[src/rtl/mips_pkg.sv]
// mips_pkg: constants and fetch FSM state type shared by the MIPS pipeline stages
package mips_pkg;
    localparam logic [31:0] MIPS_NOP      = 32'h0000_0000;
    localparam logic [31:0] MIPS_RESET_PC = 32'h0000_0000;
    typedef enum logic [1:0] {REQ, WAIT, HOLD, DRAIN} fetch_state_t;
endpackage

[src/rtl/if_id_reg.sv]
// if_id_reg: IF/ID pipeline register with load, stall-hold and flush-to-bubble
module if_id_reg #(
    parameter logic [31:0] NOP_WORD = mips_pkg::MIPS_NOP
) (
    input  logic        clk,
    input  logic        rst_n,
    input  logic        flush_i,
    input  logic        stall_i,
    input  logic        load_i,
    input  logic [31:0] instr_i,
    input  logic [31:0] pc_i,
    output logic        valid_o,
    output logic [31:0] instr_o,
    output logic [31:0] pc_o,
    output logic [31:0] pc_plus4_o
);
    logic        valid_q, valid_d, keep, take;
    logic [31:0] instr_q, instr_d, pc_q, pc_d, pc4_q, pc4_d;
    assign keep = !flush_i && stall_i && valid_q;
    assign take = !flush_i && !keep && load_i;
    always_comb begin
        valid_d = take || keep;
        instr_d = take ? instr_i : keep ? instr_q : NOP_WORD;
        pc_d    = take ? pc_i : pc_q;
        pc4_d   = take ? pc_i + 32'd4 : pc4_q;
    end
    always_ff @(posedge clk or negedge rst_n) begin
        if (!rst_n) begin
            valid_q <= 1'b0;
            instr_q <= NOP_WORD;
            pc_q    <= '0;
            pc4_q   <= '0;
        end else begin
            valid_q <= valid_d;
            instr_q <= instr_d;
            pc_q    <= pc_d;
            pc4_q   <= pc4_d;
        end
    end
    assign valid_o    = valid_q;
    assign instr_o    = instr_q;
    assign pc_o       = pc_q;
    assign pc_plus4_o = pc4_q;
endmodule

[src/rtl/instruction_fetch.sv]
// instruction_fetch: MIPS IF stage, PC plus single-outstanding variable-latency imem fetch
module instruction_fetch
    import mips_pkg::*;
#(
    parameter logic [31:0] RESET_PC = MIPS_RESET_PC,
    parameter logic [31:0] NOP_WORD = MIPS_NOP
) (
    input  logic        clk,
    input  logic        rst_n,
    output logic        imem_req,
    output logic [31:0] imem_addr,
    input  logic        imem_ready,
    input  logic        imem_rvalid,
    input  logic [31:0] imem_rdata,
    input  logic        id_stall,
    input  logic        redirect_valid,
    input  logic [31:0] redirect_pc,
    output logic        if_valid,
    output logic [31:0] if_instruction,
    output logic [31:0] if_pc,
    output logic [31:0] if_pc_plus4
);
    fetch_state_t state_q, state_d;
    logic [31:0]  pc_q, pc_d, hold_q, hold_d, load_word;
    logic         hs, slot_free, got, load;
    assign imem_req  = rst_n && state_q == REQ;
    assign imem_addr = pc_q;
    assign hs        = imem_req && imem_ready;
    assign slot_free = !if_valid || !id_stall;
    assign got       = state_q == WAIT && imem_rvalid;
    // a redirect kills whatever this cycle would have delivered
    assign load      = !redirect_valid && slot_free && (got || state_q == HOLD);
    assign load_word = state_q == HOLD ? hold_q : imem_rdata;
    always_comb begin
        pc_d    = redirect_valid ? (redirect_pc & 32'hFFFF_FFFC) : load ? pc_q + 32'd4 : pc_q;
        hold_d  = got ? imem_rdata : hold_q;
        state_d = state_q;
        if (redirect_valid) begin
            case (state_q)
                REQ:     state_d = hs ? DRAIN : REQ;
                HOLD:    state_d = REQ;
                default: state_d = imem_rvalid ? REQ : DRAIN;
            endcase
        end else begin
            case (state_q)
                REQ:     state_d = hs ? WAIT : REQ;
                WAIT:    state_d = !imem_rvalid ? WAIT : slot_free ? REQ : HOLD;
                HOLD:    state_d = slot_free ? REQ : HOLD;
                default: state_d = imem_rvalid ? REQ : DRAIN;
            endcase
        end
    end
    always_ff @(posedge clk or negedge rst_n) begin
        if (!rst_n) begin
            state_q <= REQ;
            pc_q    <= RESET_PC;
            hold_q  <= '0;
        end else begin
            state_q <= state_d;
            pc_q    <= pc_d;
            hold_q  <= hold_d;
        end
    end
    if_id_reg #(.NOP_WORD(NOP_WORD)) u_if_id (
        .clk        (clk),
        .rst_n      (rst_n),
        .flush_i    (redirect_valid),
        .stall_i    (id_stall),
        .load_i     (load),
        .instr_i    (load_word),
        .pc_i       (pc_q),
        .valid_o    (if_valid),
        .instr_o    (if_instruction),
        .pc_o       (if_pc),
        .pc_plus4_o (if_pc_plus4)
    );
endmodule

[config.mk]
export PLATFORM = sky130hd
export DESIGN_NAME = instruction_fetch
export DESIGN_NICKNAME = d
export VERILOG_FILES = /design/src/rtl/mips_pkg.sv /design/src/rtl/if_id_reg.sv /design/src/rtl/instruction_fetch.sv
export SDC_FILE = /design/constraint.sdc
export NUM_CORES = 1
export LEC_CHECK = 0
export CAP_MARGIN = 15
export CORE_ASPECT_RATIO = 1.75
export CORE_UTILIZATION = 30
export CTS_BUF_LIST = sky130_fd_sc_hd__clkbuf_16
export DETAILED_ROUTE_END_ITERATION = 8
export PLACE_DENSITY = 0.57
export SLEW_MARGIN = 10
export SYNTH_ARGS = -nofsm -noshare
export SYNTH_HDL_FRONTEND = slang
export SYNTH_HIERARCHICAL = 1
export SYNTH_SLANG_ARGS = --single-unit
[constraint.sdc]
create_clock -name clk -period 5.16 [get_ports clk]
set_input_delay 1.032 -clock clk [delete_from_list [all_inputs] [get_ports clk]]
set_output_delay 1.032 -clock clk [all_outputs]
set_load 0.01 [all_outputs]
==> results of run 1 <==
-- sequential cells by signal (all words and copies together), names as in the netlist --
register / flops
u_if_id/instr_o: 32
imem_addr: 30
state_q: 2
hold_q: 32
u_if_id/valid_o: 1
u_if_id/pc_plus4_o: 32
u_if_id/pc_o: 30
-- area by class of cell --
class	instances	area, um^2
tap	316	395
fill	2536	14800
timing repair buffer	205	2050
sequential	159	3980
clock inverter	13	60.1
clock buffer	17	425
inverter	8	30.0
multi-input combinational	657	3480
antenna	1	2.50
-- cells in the mapped netlist (7+ instances only) --
library cell,n
nand2_1,347
dfrtp_1,159
clkbuf_1,45
a22o_1,32
nand4_1,29
o21ai_0,29
nand3_1,24
xor2_1,23
nor2_1,22
o21ai_1,18
xnor2_1,16
a31oi_1,12
or4_1,12
nor3_1,10
o31ai_1,9
inv_1,8
and3_1,7
nor4_1,7
-- power by group through the flow --
stage	Sequential [mW]	Clock [mW]	Combinational, mW
2_1_floorplan	1.94	0	0.450
3_3_place_gp	1.88	0	1.32
3_5_place_dp	1.89	0	1.33
4_1_cts	1.87	1.15	1.33
5_1_grt	1.91	1.19	1.44
6_report	1.86	1.11	1.30
-- stage by stage --
stage | cells | instance area (um^2) | hold slack [ps]
global placement | 1345 | 9930 | 456
CTS | 1375 | 10400 | 477
finish | 1376 | 10400 | 473
global route | 1376 | 10400 | 493
floorplan | 881 | 7720 | 446
detailed placement | 1345 | 9930 | 462
-- layout by cell type, fill, tap and decap left out, types with 9 or more instances in the layout --
cell type / synthesis / routed
a31oi_1: 12 / 12
inv_1: 8 / 10
o21ai_1: 18 / 18
clkdlybuf4s50_1: 0 / 193
nand3_1: 24 / 24
nor2_1: 22 / 20
nor3_1: 10 / 10
xor2_1: 23 / 23
o31ai_1: 9 / 9
o21ai_0: 29 / 29
or4_1: 12 / 12
dfrtp_1: 159 / 159
clkbuf_16: 0 / 17
nand2_1: 347 / 347
nand4_1: 29 / 29
xnor2_1: 16 / 16
a22o_1: 32 / 32
-- per-layer routing --
metal	wire (um)	share of wire, %
met1	9960	39
met2	13700	53
met3	1140	4.4
met4	918	3.6
met5	0	0
-- worst min-delay path by stage --
| stage | start | end | slack, ps | cells after the start |
|---|---|---|---|---|
| 4_1_cts | hold_q[30] | hold_q[30] | 480 | 2 |
| 6_report | hold_q[30] | hold_q[30] | 470 | 2 |
| 3_3_place_gp | hold_q[13] | hold_q[13] | 460 | 2 |
| 2_1_floorplan | hold_q[0] | hold_q[0] | 450 | 2 |
| 5_1_grt | u_if_id/pc_o[18] | u_if_id/pc_o[18] | 490 | 2 |
| 3_5_place_dp | hold_q[7] | hold_q[7] | 460 | 2 |
-- kinds of logic (layout without fill, tap and decap cells) --
family / Yosys count / in the layout / synth area share [%]
AO/OA/AOI/OAI: 116 / 116 / 10.4
XOR/XNOR: 39 / 39 / 4.43
adder cells (fa/ha/maj): 2 / 2 / 0.325
buffers and inverters: 65 / 243 / 3.54
flip-flops: 159 / 159 / 51.6
multiplexers: 6 / 6 / 0.860
other: 1 / 5 / 0.0487
AND/OR/NAND/NOR: 490 / 490 / 28.7
-- critical path, delay by kind of cell --
kind / cells / cell delay (ps)
buffers and inverters: 2 / 1030
and+or+nand+nor: 1 / 370
==> results.cfg, run 1 <==
[outcome]
status = complete, no violations

[floorplanning]
core_um2 = 25200
initial_utilization_pct = 30.5
die_h_um = 214
die_w_um = 123
rows = 77
ios = 200
die-area_um2 = 26400

[sta]
fin_skew_ps = 6.99
finalCritPeriodShare_pct = 67.7
maxSlewHeadroom_pct = 38.7
worst_pin_slew_ps = 919
finalSetupTns_ps = 0
finalMaxSlewViolations = 0
rsz0062_at_grt = no
hold_viol_final = 0
fin_ws_ps = 1670
setup_viol_count_final = 0
post-route-min-period_ps = 3490
clock.fmax_ghz = 0.286

[setup_path]
crit_arrival_ps = 2460
cpPeakStageDelay_ps = 630
crit_start = rst_n
cp.required_ps = 4130
regToRegSetupSlack_ps = 2500
r2r_cells = 5
cp-endpoint = imem_req
crit-reg2reg-capture = u_if_id/pc_plus4_o[20]
crit_fanout = 54
startpoint_type = input port
cp-end-kind = output port
r2r-start = imem_addr[2]
critical_path.slowest_cell = clkdlybuf4s50_1
crit_type = input port to output port
crit_chain = buf_6 > nor3b_1 > clkdlybuf4s50_1

[place]
routabilityCongestion = 0.774
hpwl_mm = 17.8
portBuffers = 195
post-place-ws_ps = 1370

[yosys]
synthArstFlopShare_pct = 100
ys_seq_area_share_pct = 51.6
netlist.area_leader.share_pct = 51.6
synth_edf_count = 0
synthTopCellsByArea = dfrtp_1 (52%), nand2_1 (17%), a22o_1 (3.6%)
ys.flop_type = dfrtp_1
yosysUniqueCellTypes = 55
syn_inst = 878
syn-cell-area_um2 = 7710
synth_largest_area_cell = dfrtp_1
avgSynthCellArea_um2 = 8.78
ys_ff_latch = 159
ys_warn_count = 6

[pwr]
p_int_mw = 2.88
finalPower_mw = 4.28
clockPowerShare_pct = 25.9
switching_power_mw = 1.40
switching_share_pct = 32.8
p_seq_share_pct = 43.6
power_leakage_nw = 4.61
power_frac_comb_pct = 30.5
vdd_drop_max_v = 0.000246
powerDensity_nw_per_um2 = 410

[cts]
cts_buffers = 17
cts-hold-fix-buffers = 0
cts-root-buf = clkbuf_16
cts_max_level = 4
path_clk_slew_ps = 60
cts_setup_buffers = 0
cts_tree = built
cts_sinks = 159
cts.path.max_buffers = 2
insertion_delay_ps = 440
cts_resized = 0

[route]
drcViolationCount = 0
drtPass1Iterations = 4
via_count = 6858
wl_per_cell_um = 18.7
drt_iter0_markers = 402
ant_nets = 0
viasPerCell = 4.98
wl_mm = 25.7

[global_routing]
grt_max_degree = 67
grt_usage_pct = 20.3
met1_usage_pct = 22.8
grt_pass1_vias = 6697
use_met3_pct = 3.70
met2_usage_pct = 35.8
antenna_found_initial = 1
grt.busiest_layer = met2
grt.overflow.total = 0
grt_pass1_wl_mm = 39.6

[hold_path]
hold_class = register to register

[finish]
drive_above_1_share_pct = 5.29
areaGrowthSynthToFinish_pct = 35.2
post-route-util_pct = 41.3
layout.nets = 1120

[flow_run]
cap_violations = 0
Power figures use the tool's default switching activity.
==> inputs of run 2 (changes only) <==
Clock period 5.16 ns to 3.3 ns, I/O delays scaled along.
==> results.cfg, run 2 (synthesis gave the netlist of run 1 again) <==
[setup_path]
crit_start = rst_n
startpoint_type = input port
crit_type = input port to output port
cp-end-kind = output port
cp.required_ps = 2640
crit_fanout = 30
r2r-start = imem_addr[10]
crit_arrival_ps = 1920

[place]
dp_cells = 1361
hpwl_mm = 18.3
routabilityCongestion = 0.800
portBuffers = 195

[cts]
cts_setup_buffers = 0
insertion_delay_ps = 440
cts-hold-fix-buffers = 0
path_clk_slew_ps = 60
cts_resized = 0
cts-root-buf = clkbuf_16
cts.path.max_buffers = 2
cts_sinks = 159
cts_tree = built
cts_max_level = 4
cts_buffers = 17

[finish]
layout.nets = 1136
fillers = 2564
post-route-util_pct = 42.0
final_common_cell = nand2_1
drive_above_1_share_pct = 6.96
areaGrowthSynthToFinish_pct = 37.5
stdcell_count = 1394
final_cell_mix = nand2_1 (347), clkdlybuf4s50_1 (193), dfrtp_1 (159)

[sta]
rsz0062_at_grt = no
clock.fmax_ghz = 0.388
post-route-min-period_ps = 2580
maxSlewHeadroom_pct = 36.7
finalSetupTns_ps = 0
finalCritPeriodShare_pct = 78.2
finalMaxSlewViolations = 0
fin_skew_ps = 9.40
worst_pin_slew_ps = 950
setup_viol_count_final = 0
hold_viol_final = 0

[route]
wl_mm = 25.6
drcViolationCount = 0
ant_nets = 0
wl_per_cell_um = 18.4
drtPass1Iterations = 4
drt_iter0_markers = 362
viasPerCell = 4.90
via_count = 6836

[global_routing]
grt_usage_pct = 20.1
grt.overflow.total = 0
grt_max_degree = 71
grt_pass1_wl_mm = 39.5
antenna_found_initial = 1
grt_pass1_vias = 6726

[pwr]
power_leakage_nw = 4.71
powerDensity_nw_per_um2 = 650
vdd_drop_max_v = 0.000385

[floorplanning]
die_h_um = 214
die_w_um = 123
ios = 200
initial_utilization_pct = 30.5
core_um2 = 25200
rows = 77
die-area_um2 = 26400

[flow_run]
cap_violations = 0

[hold_path]
hold_class = input port to async pin

[outcome]
status = complete, no violations
## run 2: changes by cell type in the layout (fill, tap and decap cells not counted)
cell,delta
clkinv_4,+1
buf_12,-1
clkinv_1,-1
bufinv_16,+2
clkinv_2,-2
clkinvlp_4,+2
buf_4,+17
## run 2: worst paths after layout
kind | to | cells after the start | slack [ps]
max in group asynchronous | u_if_id/pc_plus4_o[27] | 2 | 1960
min | hold_q[4] | 1 | 90
min in group clk | hold_q[1] | 2 | 470
max | imem_req | 3 | 720
min reg2reg | hold_q[1] | 2 | 470
max reg2reg | u_if_id/pc_plus4_o[31] | 4 | 810
## run 2: layout make-up
cell class | count | area, um^2 | share of cell area [%]
sequential | 159 | 3980 | 37.5
multi-input combinational | 657 | 3480 | 32.8
timing repair buffer | 221 | 2160 | 20.3
clock buffer | 17 | 425 | 4.01
tap | 316 | 395 | 3.73
clock inverter | 15 | 130 | 1.23
inverter | 8 | 30.0 | 0.283
antenna | 1 | 2.50 | 0.0236
## run 2: stage by stage
step	total power, mW	instance area [um^2]	setup WS [ps]	hold slack [ps]
CTS	7.01	10600	683	76.3
global route	7.30	10600	559	90.3
global placement	5.03	10000	313	457
finish	6.89	10600	721	92.6
floorplan	3.74	7720	724	364
detailed placement	5.06	10000	297	462
## run 2: routing by layer
metal	up-vias	part of all wire, %	global-route usage (%)	routed length (um)
met5	-	0	0	0
met4	0	3.0	9.44	770
met3	40	4.3	3.78	1100
met2	192	54	36.3	13800
met1	3258	39	22.2	9920
li1	3346	-	-	-
## run 2: power by group
group	internal [mW]	total (mW)	switching [mW]
sequential	2.49	2.90	0.404
combinational	1.10	2.09	0.990
clock	1.09	1.91	0.816
total	4.68	6.89	2.21
## run 2: worst max-delay path, cell delays in order
cell and delay [ps]:
buf_6 250, nor3b_1 360, clkdlybuf4s50_1 640
==> inputs of run 3 (changes only) <==
Settings changed: PLACE_DENSITY 0.57 to 0.59.
Clock period 3.3 ns to 2.1 ns, I/O delays scaled along.
==> results.cfg, run 3 (synthesis gave the netlist of run 1 again) <==
[outcome]
status = complete, no violations

[floorplanning]
core_um2 = 25200
ios = 200
die_h_um = 214
die_w_um = 123
die-area_um2 = 26400
initial_utilization_pct = 30.5
rows = 77

[setup_path]
crit_arrival_ps = 1620
crit_type = register to output port
r2r-start = imem_addr[2]
critical_path.slowest_cell = clkdlybuf4s50_1
crit_start = imem_addr[25]
crit_fanout = 6
cp.required_ps = 1680
crit_chain = buf_4 > clkdlybuf4s50_1
startpoint_type = register
cp-end-kind = output port
path_delay_family = buffers and inverters
cp_num_buf_inv = 2
cpPeakStageDelay_ps = 540

[global_routing]
grt_pass1_vias = 6833
antenna_found_initial = 1
grt_usage_pct = 19.3
grt_pass1_wl_mm = 38.2
grt_max_degree = 160
grt.overflow.total = 0

[place]
portBuffers = 195
routabilityCongestion = 0.836
hpwl_mm = 17.7

[route]
via_count = 7015
dr_wl_met2_mm = 13.2
drtPass1Iterations = 4
wl_mm = 24.6
ant_nets = 0
wl_met1_mm = 9.76
wl_met3_mm = 1.07
drt_iter0_markers = 313
wl_per_cell_um = 17.0
dr.max_layer_used = met4
viasPerCell = 4.85
drcViolationCount = 0

[finish]
final_common_cell = nand2_1
layout.nets = 1189
areaGrowthSynthToFinish_pct = 44.6
drive_above_1_share_pct = 12.7
final_cell_mix = nand2_1 (347), clkdlybuf4s50_1 (192), dfrtp_1 (149)

[pwr]
switching_power_mw = 3.51
clockPowerShare_pct = 28.5
p_int_mw = 7.63
powerDensity_nw_per_um2 = 1000
finalPower_mw = 11.1
p_seq_share_pct = 40.2
power_frac_comb_pct = 31.3
power_leakage_nw = 5.01
vdd_drop_max_v = 0.000543
switching_share_pct = 31.5

[sta]
finalCritPeriodShare_pct = 97.4
finalSetupTns_ps = 0
post-route-min-period_ps = 2040
worst_pin_slew_ps = 945
hold_viol_final = 0
worst_hold_slack_ps = 114
maxSlewHeadroom_pct = 37.0
rsz0062_at_grt = no
finalMaxSlewViolations = 0
fin_skew_ps = 8.49
clock.fmax_ghz = 0.489
setup_viol_count_final = 0

[cts]
cts_tree = built
cts-hold-fix-buffers = 0
path_clk_slew_ps = 70
cts_buffers = 17
cts_sinks = 159
cts-root-buf = clkbuf_16
cts.path.max_buffers = 2
insertion_delay_ps = 440
cts_max_level = 4

[flow_run]
cap_violations = 0

[hold_path]
hold_class = input port to async pin
-- run 3: per-layer routing --
metal,global-route usage (%),up-vias
met1,22.1,3343
met5,0,-
met4,7.67,0
met2,34.0,188
met3,4.20,34
li1,-,3450
-- run 3: cell type report --
type | count | area [um^2]
multi-input cells | 657 | 3490
diodes | 1 | 2.50
fillers | 2504 | 14100
inverters | 8 | 30.0
flip-flops and latches | 159 | 3990
clock buffers | 17 | 425
well taps | 316 | 395
clock inverters | 15 | 166
repair buffers | 274 | 2650
-- run 3: through the flow --
step                util [%]  instance area, um^2  worst slack [ps]  std cells
floorplan                  -                 7720              5.36        881
global placement        41.6                10500              -161       1410
detailed placement      41.6                10500              -168       1410
CTS                     44.1                11100              5.38       1445
global route            44.2                11100             0.713       1447
finish                  44.2                11100              55.0       1447
-- run 3: final timing paths --
kind                                           to  slack (ps)  cells after the start
min reg2reg                            hold_q[12]         470                      2
max                                 imem_addr[25]          60                      2
min                           u_if_id/instr_o[16]         110                      2
min in group clk                     imem_addr[5]         310                      3
max in group asynchronous           imem_addr[24]        1170                      2
max reg2reg                u_if_id/pc_plus4_o[28]          70                      6
-- run 3: power groups by stage --
stage | logic [mW] | registers [mW] | clock network [mW]
6_report | 3.49 | 4.48 | 3.18
3_5_place_dp | 3.50 | 4.54 | 0
5_1_grt | 3.79 | 4.59 | 3.37
4_1_cts | 3.53 | 4.50 | 3.25
3_3_place_gp | 3.47 | 4.52 | 0
2_1_floorplan | 1.11 | 4.78 | 0
-- run 3: repair_timing --
item,in CTS,in global routing
buffers inserted,3,1
gates resized for setup,7,5
endpoints found under the setup margin,7,6
-- run 3: worst register-to-register path, delay by kind of cell (launching register included) --
| family | cells | cell delay [ps] |
|---|---|---|
| compound gates | 1 | 160 |
| fa+ha+maj | 1 | 230 |
| buf+inv | 1 | 130 |
| flops | 1 | 430 |
| simple gates | 3 | 1010 |
